`src/rtl/conv.sv`:
```
// Stand-alone 3x3 convolution core: walks every valid pixel of a fixed
// (r+c) mod 256 image, one multiply-accumulate per clock, and shows the last sum.
module conv #(
    parameter int H = 28,
    parameter int W = 28
) (
    input  logic               clk,
    input  logic               rst,
    output logic signed [31:0] result
);

    localparam int IW = $clog2(H);
    localparam int JW = $clog2(W);
    localparam logic [IW-1:0] ILAST = IW'(H - 3);
    localparam logic [JW-1:0] JLAST = JW'(W - 3);

    typedef enum logic [1:0] {MAC, WRITE, DONE} state_t;

    state_t             state_q, state_d;
    logic [IW-1:0]      i_q, i_d;
    logic [JW-1:0]      j_q, j_d;
    logic [3:0]         t_q, t_d;
    logic signed [31:0] acc_q, acc_d;
    logic signed [31:0] result_q, result_d;

    logic [1:0]         rowOff, colOff;
    logic signed [7:0]  weight;
    logic [7:0]         pixel;
    logic signed [31:0] product;

    // Tap t maps to kernel offset (t/3, t%3); weight k(a,b) = 3a+b+1 = t+1.
    always_comb begin
        rowOff = 2'd0;
        colOff = 2'd0;
        case (t_q)
            4'd1: begin rowOff = 2'd0; colOff = 2'd1; end
            4'd2: begin rowOff = 2'd0; colOff = 2'd2; end
            4'd3: begin rowOff = 2'd1; colOff = 2'd0; end
            4'd4: begin rowOff = 2'd1; colOff = 2'd1; end
            4'd5: begin rowOff = 2'd1; colOff = 2'd2; end
            4'd6: begin rowOff = 2'd2; colOff = 2'd0; end
            4'd7: begin rowOff = 2'd2; colOff = 2'd1; end
            4'd8: begin rowOff = 2'd2; colOff = 2'd2; end
            default: begin rowOff = 2'd0; colOff = 2'd0; end
        endcase
    end

    assign weight  = $signed({4'd0, t_q} + 8'd1);
    assign pixel   = 8'(i_q) + 8'(j_q) + {6'd0, rowOff} + {6'd0, colOff};
    assign product = $signed({24'd0, pixel}) * $signed({{24{weight[7]}}, weight});

    always_ff @(posedge clk or posedge rst) begin
        if (rst) begin
            state_q  <= MAC;
            i_q      <= '0;
            j_q      <= '0;
            t_q      <= '0;
            acc_q    <= '0;
            result_q <= '0;
        end else begin
            state_q  <= state_d;
            i_q      <= i_d;
            j_q      <= j_d;
            t_q      <= t_d;
            acc_q    <= acc_d;
            result_q <= result_d;
        end
    end

    always_comb begin
        state_d  = state_q;
        i_d      = i_q;
        j_d      = j_q;
        t_d      = t_q;
        acc_d    = acc_q;
        result_d = result_q;
        case (state_q)
            MAC: begin
                acc_d = acc_q + product;
                if (t_q == 4'd8) begin
                    state_d = WRITE;
                end else begin
                    t_d = t_q + 4'd1;
                end
            end
            WRITE: begin
                result_d = acc_q;
                acc_d    = '0;
                t_d      = '0;
                if (i_q == ILAST && j_q == JLAST) begin
                    state_d = DONE;
                end else begin
                    state_d = MAC;
                    if (j_q == JLAST) begin
                        j_d = '0;
                        i_d = i_q + 1'b1;
                    end else begin
                        j_d = j_q + 1'b1;
                    end
                end
            end
            DONE: begin
                state_d = DONE;
            end
            default: begin
                state_d = MAC;
            end
        endcase
    end

    assign result = result_q;

endmodule

```
`config.mk`:
```
export PLATFORM = sky130hd
export DESIGN_NAME = conv
export DESIGN_NICKNAME = d
export VERILOG_FILES = /design/src/rtl/conv.sv
export SDC_FILE = /design/constraint.sdc
export NUM_CORES = 1
export LEC_CHECK = 0
export CELL_PAD_IN_SITES_DETAIL_PLACEMENT = 1
export CELL_PAD_IN_SITES_GLOBAL_PLACEMENT = 2
export CORE_MARGIN = 1.5
export CORE_UTILIZATION = 38
export CTS_BUF_LIST = sky130_fd_sc_hd__clkbuf_16
export CTS_CLUSTER_SIZE = 30
export DETAILED_ROUTE_END_ITERATION = 12
export PLACE_DENSITY = 0.9
export SETUP_SLACK_MARGIN = 0.15
export SLEW_MARGIN = 10
export SYNTH_ARGS = -nofsm -noshare
export SYNTH_HDL_FRONTEND = slang
export SYNTH_SLANG_ARGS = --single-unit
```
`constraint.sdc`:
```
create_clock -name clk -period 10.4 [get_ports clk]
set_input_delay 2.08 -clock clk [delete_from_list [all_inputs] [get_ports clk]]
set_output_delay 2.08 -clock clk [all_outputs]
set_load 0.1 [all_outputs]
```
Word-level counts from Yosys, hierarchy flattened
Memory sizes are Yosys's and may differ from the RTL's.
Index checks and enable logic that the tools add are counted.
Operators by class
  add/sub/neg operators: 8
  multipliers: 1
  divide/modulo/power cells: 0
  order comparisons: 0
  equality and inequality tests: 7
  shift operators: 0
  multiplexer cells: 7
  bitwise gates (word level): 1
  reduce and logical (&&, ||, !) cells: 6
Operators with widths (count)
  32-bit one-hot mux with 2 select lines: 1
  32-bit by 14-bit adder with 32-bit output: 1
  8-bit by 5-bit multiplier with 13-bit output: 1
  5-bit by 1-bit adder with 5-bit output, second input constant: 2
  5-bit equality test, second input constant: 2
  7-bit by 2-bit adder with 8-bit output: 1
  4-bit one-hot mux with 2 select lines: 1
  6-bit by 2-bit adder with 7-bit output: 1
  5-bit by 5-bit adder with 6-bit output: 1
  2-bit one-hot mux with 3 select lines: 1
  4-bit by 1-bit adder with 5-bit output, second input constant: 1
  5-bit two-way mux: 1
  4-bit by 1-bit adder with 4-bit output, second input constant: 1
  4-bit equality test, second input constant: 1
  2-bit two-way mux: 2
  4-bit two-way mux: 1
  2-bit inequality test, second input constant: 2
  2-bit AND reduction: 2
  3-bit AND reduction: 1
  2-bit by 1-bit equality test with 1-bit output, second input constant: 1
  2-bit equality test, second input constant: 1
  2-bit logical NOT: 1
  2-bit nonzero test: 1
  1-bit logical AND: 1
  1-bit NOT: 1
Storage, ports and cells
  bits in registers: 80
  bits in latches: 0
  memory bits (writable): 0
  memory bits (read-only): 64
  bits of input ports: 2
  memories: 1
Memory list
  (name not given): depth 16, width 4, rd ports 1, clocked after Yosys merged registers in 0, wr ports 0, line 35  | case (t_q)

Longest topological paths before layout
Gate-level depths: netlist (run 1).
  word-level depth: 6
  depth in mapped cells: 32
  mapped depth without buffers: 32

Worst setup path after synthesis (run 1)
Ideal clock, no wire load.
  kind: reg-to-reg
  from: register t_q[0]
  to: register acc_q[16]
  library setup time: 69 ps
  data arrival time: 7498 ps
  slack: 2833 ps
  cell stages (with the launch flop): 29
  path buffers: 0
  cells stage by stage: dfrtp_1 > inv_1 > ha_1 > nand3b_1 > o21a_1 > fa_1 > fa_1 > inv_1 > ha_1 > fa_1 > xnor2_1 > nor2_1 > fa_1 > fa_1 > inv_1 > fa_1 > inv_1 > ha_1 > o21a_1 > o31a_1 > or4_1 > and3_1 > a311oi_1 > ha_1 > and3_1 > a221oi_4 > nand2_4 > a311o_1 > nand3_1
On the way
  word-level cells in the longest chain between the ends: 6
  elaborated cells on any way between the ends: 7
  those cells by class: add/sub: 4; mul: 1; mux: 1; memory: 1
RTL lines
  start, declared: line 22  | logic [3:0] t_q, t_d;
  start signal, assigned: line 64  | t_q <= t_d;
  memory read 16 x 4 bit
  6-bit by 2-bit adder with 7-bit output: line 49  | assign pixel = 8'(i_q) + 8'(j_q) + {6'd0, rowOff} + {6'd0, colOff};
  7-bit by 2-bit adder with 8-bit output: line 49
  8-bit by 5-bit multiplier with 13-bit output *: line 50  | assign product = $signed({24'd0, pixel}) * $signed({{24{weight[7]}}, weight});
  32-bit by 14-bit adder with 32-bit output *: line 79  | acc_d = acc_q + product;
  32-bit one-hot mux with 2 select lines *: line 77  | case (state_q)
  end signal, assigned: line 58  | acc_q <= '0;
  end signal, assigned: line 65  | acc_q <= acc_d;
  end, declared: line 23  | logic signed [31:0] acc_q, acc_d;
Every way passes the cells marked *; elsewhere a longest branch is shown, timed or not.
A chain may end at the register's enable or synchronous reset.

Worst setup path after layout (run 1)
  from: register t_q[0]
  to: register acc_q[29]
The elaborated chain is that of the path after synthesis.

==> flow_summary.ini, run 1 <==
[worst_setup_path]
start_kind = flop
cp.arrival_ns = 8.69
crit_type = reg -> reg
cp_slowest_cell = fa_1
crit_top_cell = fa_1
cp.buffers_inverters = 4
required_ns = 10.64
max_stage_delay_ns = 0.54
crit_path_end_kind = flop
cp_max_fo = 11
cp_top_family = adder cells

[synth]
synth-edff-count = 0
synth_area_leaders = dfrtp_1 34%, ha_1 12%, nand2_1 7.8%, fa_1 7.2%, xnor2_1 3.6%
netlist.top_cell.by_area = dfrtp_1
synth_top_flop_cell = dfrtp_1
syn_inst = 639
synth-warning-count = 0
syn_nets = 719
ys_seq_area_frac = 0.3431
synth_area_um2 = 5836
avgSynthCellArea_um2 = 9.132
synth.distinct_cells = 71
netlist.area_leader.share = 0.3431
yosys_register_bits = 80
async_flop_share = 1.000

[clock_tree]
numCtsBuffers = 9
tritoncts = done
clkTransAtPathRegs_ns = 0.06
clock_tree.root_cell = clkbuf_16
post_cts_resize_count = 0
cts_setup_buffers = 0
postCtsHoldBufs = 0
htree_num_levels = 3
insertion_delay_ns = 0.35
clock_sinks = 80
cts_buffer_depth = 2

[floorplan]
die_width_um = 126.9
core_um2 = 15090
rows = 45
ios = 34
start_util = 0.3867
chipHeight_um = 126.9
fp.dieArea_um2 = 16110

[global_route]
grt_pass1_wl_um = 25550
grt_pass1_vias = 5104
antenna_found_initial = 0
overflow = 0
track_usage = 0.1995
grt_max_degree = 81

[detailed_routing]
antenna_left = 0
num_vias = 4681
drt-initial-drc-count = 258
detail_route.wirelength_um = 15020
wl_per_cell_um = 17.45
viasPerCell = 5.437
drt-pass1-iter-count = 4
drc = 0

[worst_hold_path]
hp-class = reg -> reg

[timing]
worstMarginPinSlew_ns = 1.015
rsz0062_at_grt = no
fmax_ghz = 0.1183
maxSlewViolCount = 0
slew_headroom = 0.3232
finalCritPeriodShare = 0.8128
setup_viol = 0
skew_ns = 0.005823
fin_crit_ns = 8.453
timing_hold_violations_final = 0
timing.setup.tns_ns = 0

[power_and_ir_drop]
total_power_w = 0.0006235
leakage_nw = 3.110
pwr_density_cell_nw_per_um2 = 93.88
ir_worst_vdd_mv = 0.08829

[final_layout]
syn_to_final_growth_pct = 13.81
final_nets = 748
antennaDiodeCount = 0
drive_gt1_frac = 0.07578

[placement]
hpwlAfterDp_um = 11330
io_buffers = 33
gp_congestion = 0.9189

[flow_run]
max-cap-violations = 0

[run_status]
status = completed
-- area by class of cell --
type	instances	area, µm²
Clock buffer	9	225.2
Clock inverter	7	55.05
Fill cell	1749	8448
Inverter	56	211.5
Multi-Input combinational cell	485	3560
Sequential cell	80	2002
Tap cell	188	235.2
Timing Repair Buffer	36	352.8
-- stage by stage --
stage	hold WS (ns)	cell area [µm²]	cells	setup WS [ns]	utilization
finish	0.4735	6641	861	1.947	0.4401
global route	0.5161	6641	861	1.460	0.4401
CTS	0.4812	6641	861	1.957	0.4401
detailed placement	0.4667	6361	845	1.997	0.4216
global placement	0.4573	6361	845	2.298	0.4216
floorplan	0.4515	5836	639	2.833	-
-- state kept, by name, indices dropped and copies added (netlist names) --
signal,cells
acc_q,32
result,32
i_q,5
j_q,5
t_q,4
state_q,2
-- power breakdown --
| group | switching, W | internal [W] | total [W] |
|---|---|---|---|
| clock network | 0.000124 | 0.000182 | 0.000306 |
| registers | 0 | 0.000311 | 0.000311 |
| logic | 0.00000596 | 0.000000613 | 0.00000658 |
| total | 0.000130 | 0.000493 | 0.000624 |
-- synth_stat cells, drive strengths merged, types with 4 or more instances --
cell type and instances:
o21ai 32, xor2 9, ha 57, a2111oi 4, a21o 10, and3 6, nor3 6, a211oi 7
nand2 122, nor2 45, nand3 9, a21oi 26, nand4 7, and2 12, inv 56, o31ai 9
nor2b 11, nand2b 10, or2 5, fa 21, o21bai 4, xnor2 24, clkbuf 16, dfrtp 80
-- tightest hold or removal path, delay by kind of cell (launching register included) --
family | cells | cell delay, ns
flip-flops | 1 | 0.34
AND/OR/NAND/NOR | 2 | 0.11
-- cell families (layout without fill, tap and decap cells) --
logic type,count (synthesis),after routing,synth area share
buffers and inverters,74,108,0.04781
xor gates and xnor gates,33,33,0.04953
AOI/OAI and AO/OA,124,124,0.1627
and+or+nand+nor,248,248,0.1990
adders and majority gates,78,78,0.1943
DFF,80,80,0.3431
muxes,2,2,0.003645
-- path summary, 6_finish.rpt --
kind	slack, ns	cells past startpoint	end	start
max reg2reg	1.95	28	acc_q[29]	t_q[0]
min reg2reg	0.47	2	result[2]	result[2]
max	1.95	28	acc_q[29]	t_q[0]
min	0.47	2	result[2]	result[2]
min in group asynchronous	2.37	3	result[20]	rst
max in group asynchronous	7.36	3	acc_q[2]	rst
-- cell usage in the layout, fill, tap and decap left out, types with 5 or more instances in the layout --
master	Yosys	final
and3_1	5	5
nand2_1	121	121
fa_1	21	21
ha_1	57	57
or2_2	5	5
clkdlybuf4s50_1	0	33
nand3_1	9	9
inv_1	54	55
nand4_1	7	7
o21ai_0	29	29
xor2_1	9	9
nor3_1	5	5
nor2_1	45	44
a21oi_1	23	23
xnor2_1	24	24
o31ai_1	9	9
a21o_1	9	9
nand2b_1	10	9
clkbuf_16	0	9
dfrtp_1	80	80
nor2b_1	11	11
and2_1	11	11
-- per-layer routing --
| metal | vias up | track usage | share of wire |
|---|---|---|---|
| li1 | 2226 | - | - |
| met1 | 2350 | 0.2601 | 0.46 |
| met2 | 86 | 0.3386 | 0.49 |
| met3 | 19 | 0.04091 | 0.038 |
| met4 | 0 | 0.05147 | 0.014 |
| met5 | - | 0 | 0 |
(Power assumes the default switching activity.)
==> run 2, diff against run 1 <==
- clock period: 10.4 -> 8 ns (I/O delays scaled with it)
==> flow_summary.ini, run 2 (synthesis gave the netlist of run 1 again) <==
[run_status]
status = completed

[worst_hold_path]
hp-class = reg -> reg
holdPathEnd = result[5]
whs_path_depth = 2
min-delay-start = result[5]

[timing]
worstMarginPinSlew_ns = 1.042
slew_headroom = 0.3052
holdWs_ns = 0.4693
rsz0062_at_grt = no
fmax_ghz = 0.1303
maxSlewViolCount = 0
timing_hold_violations_final = 0
fin_crit_ns = 7.673
timing.setup.tns_ns = 0
setup_viol = 0
finalCritPeriodShare = 0.9592
skew_ns = 0.006550
setup_slack_ns = 0.3265

[power_and_ir_drop]
pwr_density_cell_nw_per_um2 = 116.6
ir_worst_vdd_mv = 0.09166
leakage_nw = 3.212

[detailed_routing]
antenna_left = 0
drt-initial-drc-count = 227
drc = 0
detail_route.wirelength_um = 15910
drt-pass1-iter-count = 4
wl_per_cell_um = 18.08
num_vias = 4727
viasPerCell = 5.372

[worst_setup_path]
r2r_slack_ns = 0.33
start_kind = flop
crit_top_cell = fa_1
crit_type = reg -> reg
r2r-end = acc_q[15]
required_ns = 8.25
cp_slowest_cell = fa_2
cp_max_fo = 8
crit_path_end_kind = flop
cp.arrival_ns = 7.93
max_stage_delay_ns = 0.57
rr_startpoint = t_q[1]
r2r_cells = 29

[global_route]
track_usage = 0.2037
antenna_found_initial = 0
overflow = 0
grt_pass1_vias = 5093
grt_pass1_wl_um = 26080
grt_max_degree = 81

[clock_tree]
tritoncts = done
cts_buffer_depth = 2
clock_sinks = 80
postCtsHoldBufs = 0
clkTransAtPathRegs_ns = 0.06
numCtsBuffers = 9
insertion_delay_ns = 0.35
htree_num_levels = 3
clock_tree.root_cell = clkbuf_16

[floorplan]
die_width_um = 126.9
ios = 34
rows = 45
start_util = 0.3867
fp.dieArea_um2 = 16110
chipHeight_um = 126.9
core_um2 = 15090

[final_layout]
instances_no_fill = 880
syn_to_final_growth_pct = 20.60
drive_gt1_frac = 0.1546
final_nets = 767
final_cell_mix = 120 x nand2_1, 79 x dfrtp_1, 52 x inv_1
num-fill-cells = 1731
mostFrequentLayoutCell = nand2_1
antennaDiodeCount = 0

[placement]
gp_congestion = 0.8431
io_buffers = 33
dp_cells = 849
pre_cts_ws_ns = -0.1880
hpwlAfterDp_um = 11390

[flow_run]
max-cap-violations = 0
-- run 2: cell types whose count changed in the layout (fill, tap and decap cells not counted), moves of 3 or more --
cell     before  now
nor2_1       44   41
ha_2          0    5
ha_1         57   48
ha_4          0    4
inv_1        55   52
buf_4         3   20
a21oi_1      23   18
a21oi_2       3    6
nor2_2        1    4
-- run 2: final cells by class --
class / instances / area [µm²] / area share
multi-input combinational: 485 / 3779 / 0.5369
sequential: 80 / 2003 / 0.2846
timing repair buffer: 55 / 520.5 / 0.07396
tap: 188 / 235.2 / 0.03342
clock buffer: 9 / 225.2 / 0.03200
inverter: 56 / 211.5 / 0.03004
clock inverter: 7 / 63.81 / 0.009067
-- run 2: how the worst max path moves through the flow --
stage,from,endpoint,depth (start not counted)
floorplan,t_q[0],acc_q[16],28
global placement,t_q[1],acc_q[27],27
detailed placement,t_q[1],acc_q[29],29
CTS,t_q[1],acc_q[17],28
global route,t_q[1],acc_q[15],29
finish,t_q[1],acc_q[15],29
-- run 2: critical path, delay by kind of cell, from the launching register on --
family	cells	cell delay, ns
adders and majority gates	10	4.03
and+or+nand+nor	6	1.42
AOI/OAI and AO/OA	8	1.33
DFF	1	0.43
buffers and inverters	5	0.35
-- run 2: power breakdown --
part / switching, W / internal [W] / total, W
Sequential: 0 / 0.000405 / 0.000405
Clock: 0.000169 / 0.000239 / 0.000408
Combinational: 0.00000795 / 0.000000797 / 0.00000875
-- run 2: repair_timing --
action	CTS	global route
cloned	0	0
endpoints found under the hold margin	0	0
buffers inserted	3	12
setup endpoints to repair	19	21
resized for setup	10	38
pin swaps	2	20
-- run 2: per-stage QoR --
step | util | instance area, µm² | power [W]
finish | 0.4664 | 7038 | 0.0008210
global route | 0.4664 | 7038 | 0.0008477
CTS | 0.4475 | 6753 | 0.0008327
detailed placement | 0.4235 | 6391 | 0.0004216
global placement | 0.4235 | 6391 | 0.0004214
floorplan | - | 5836 | 0.0004180
-- run 2: routing by layer --
metal,vias to the layer above,part of all wire,track usage
met5,-,0,0
met4,0,0.021,0.05481
met3,30,0.032,0.03838
met2,78,0.50,0.3465
met1,2356,0.45,0.2660
li1,2263,-,-
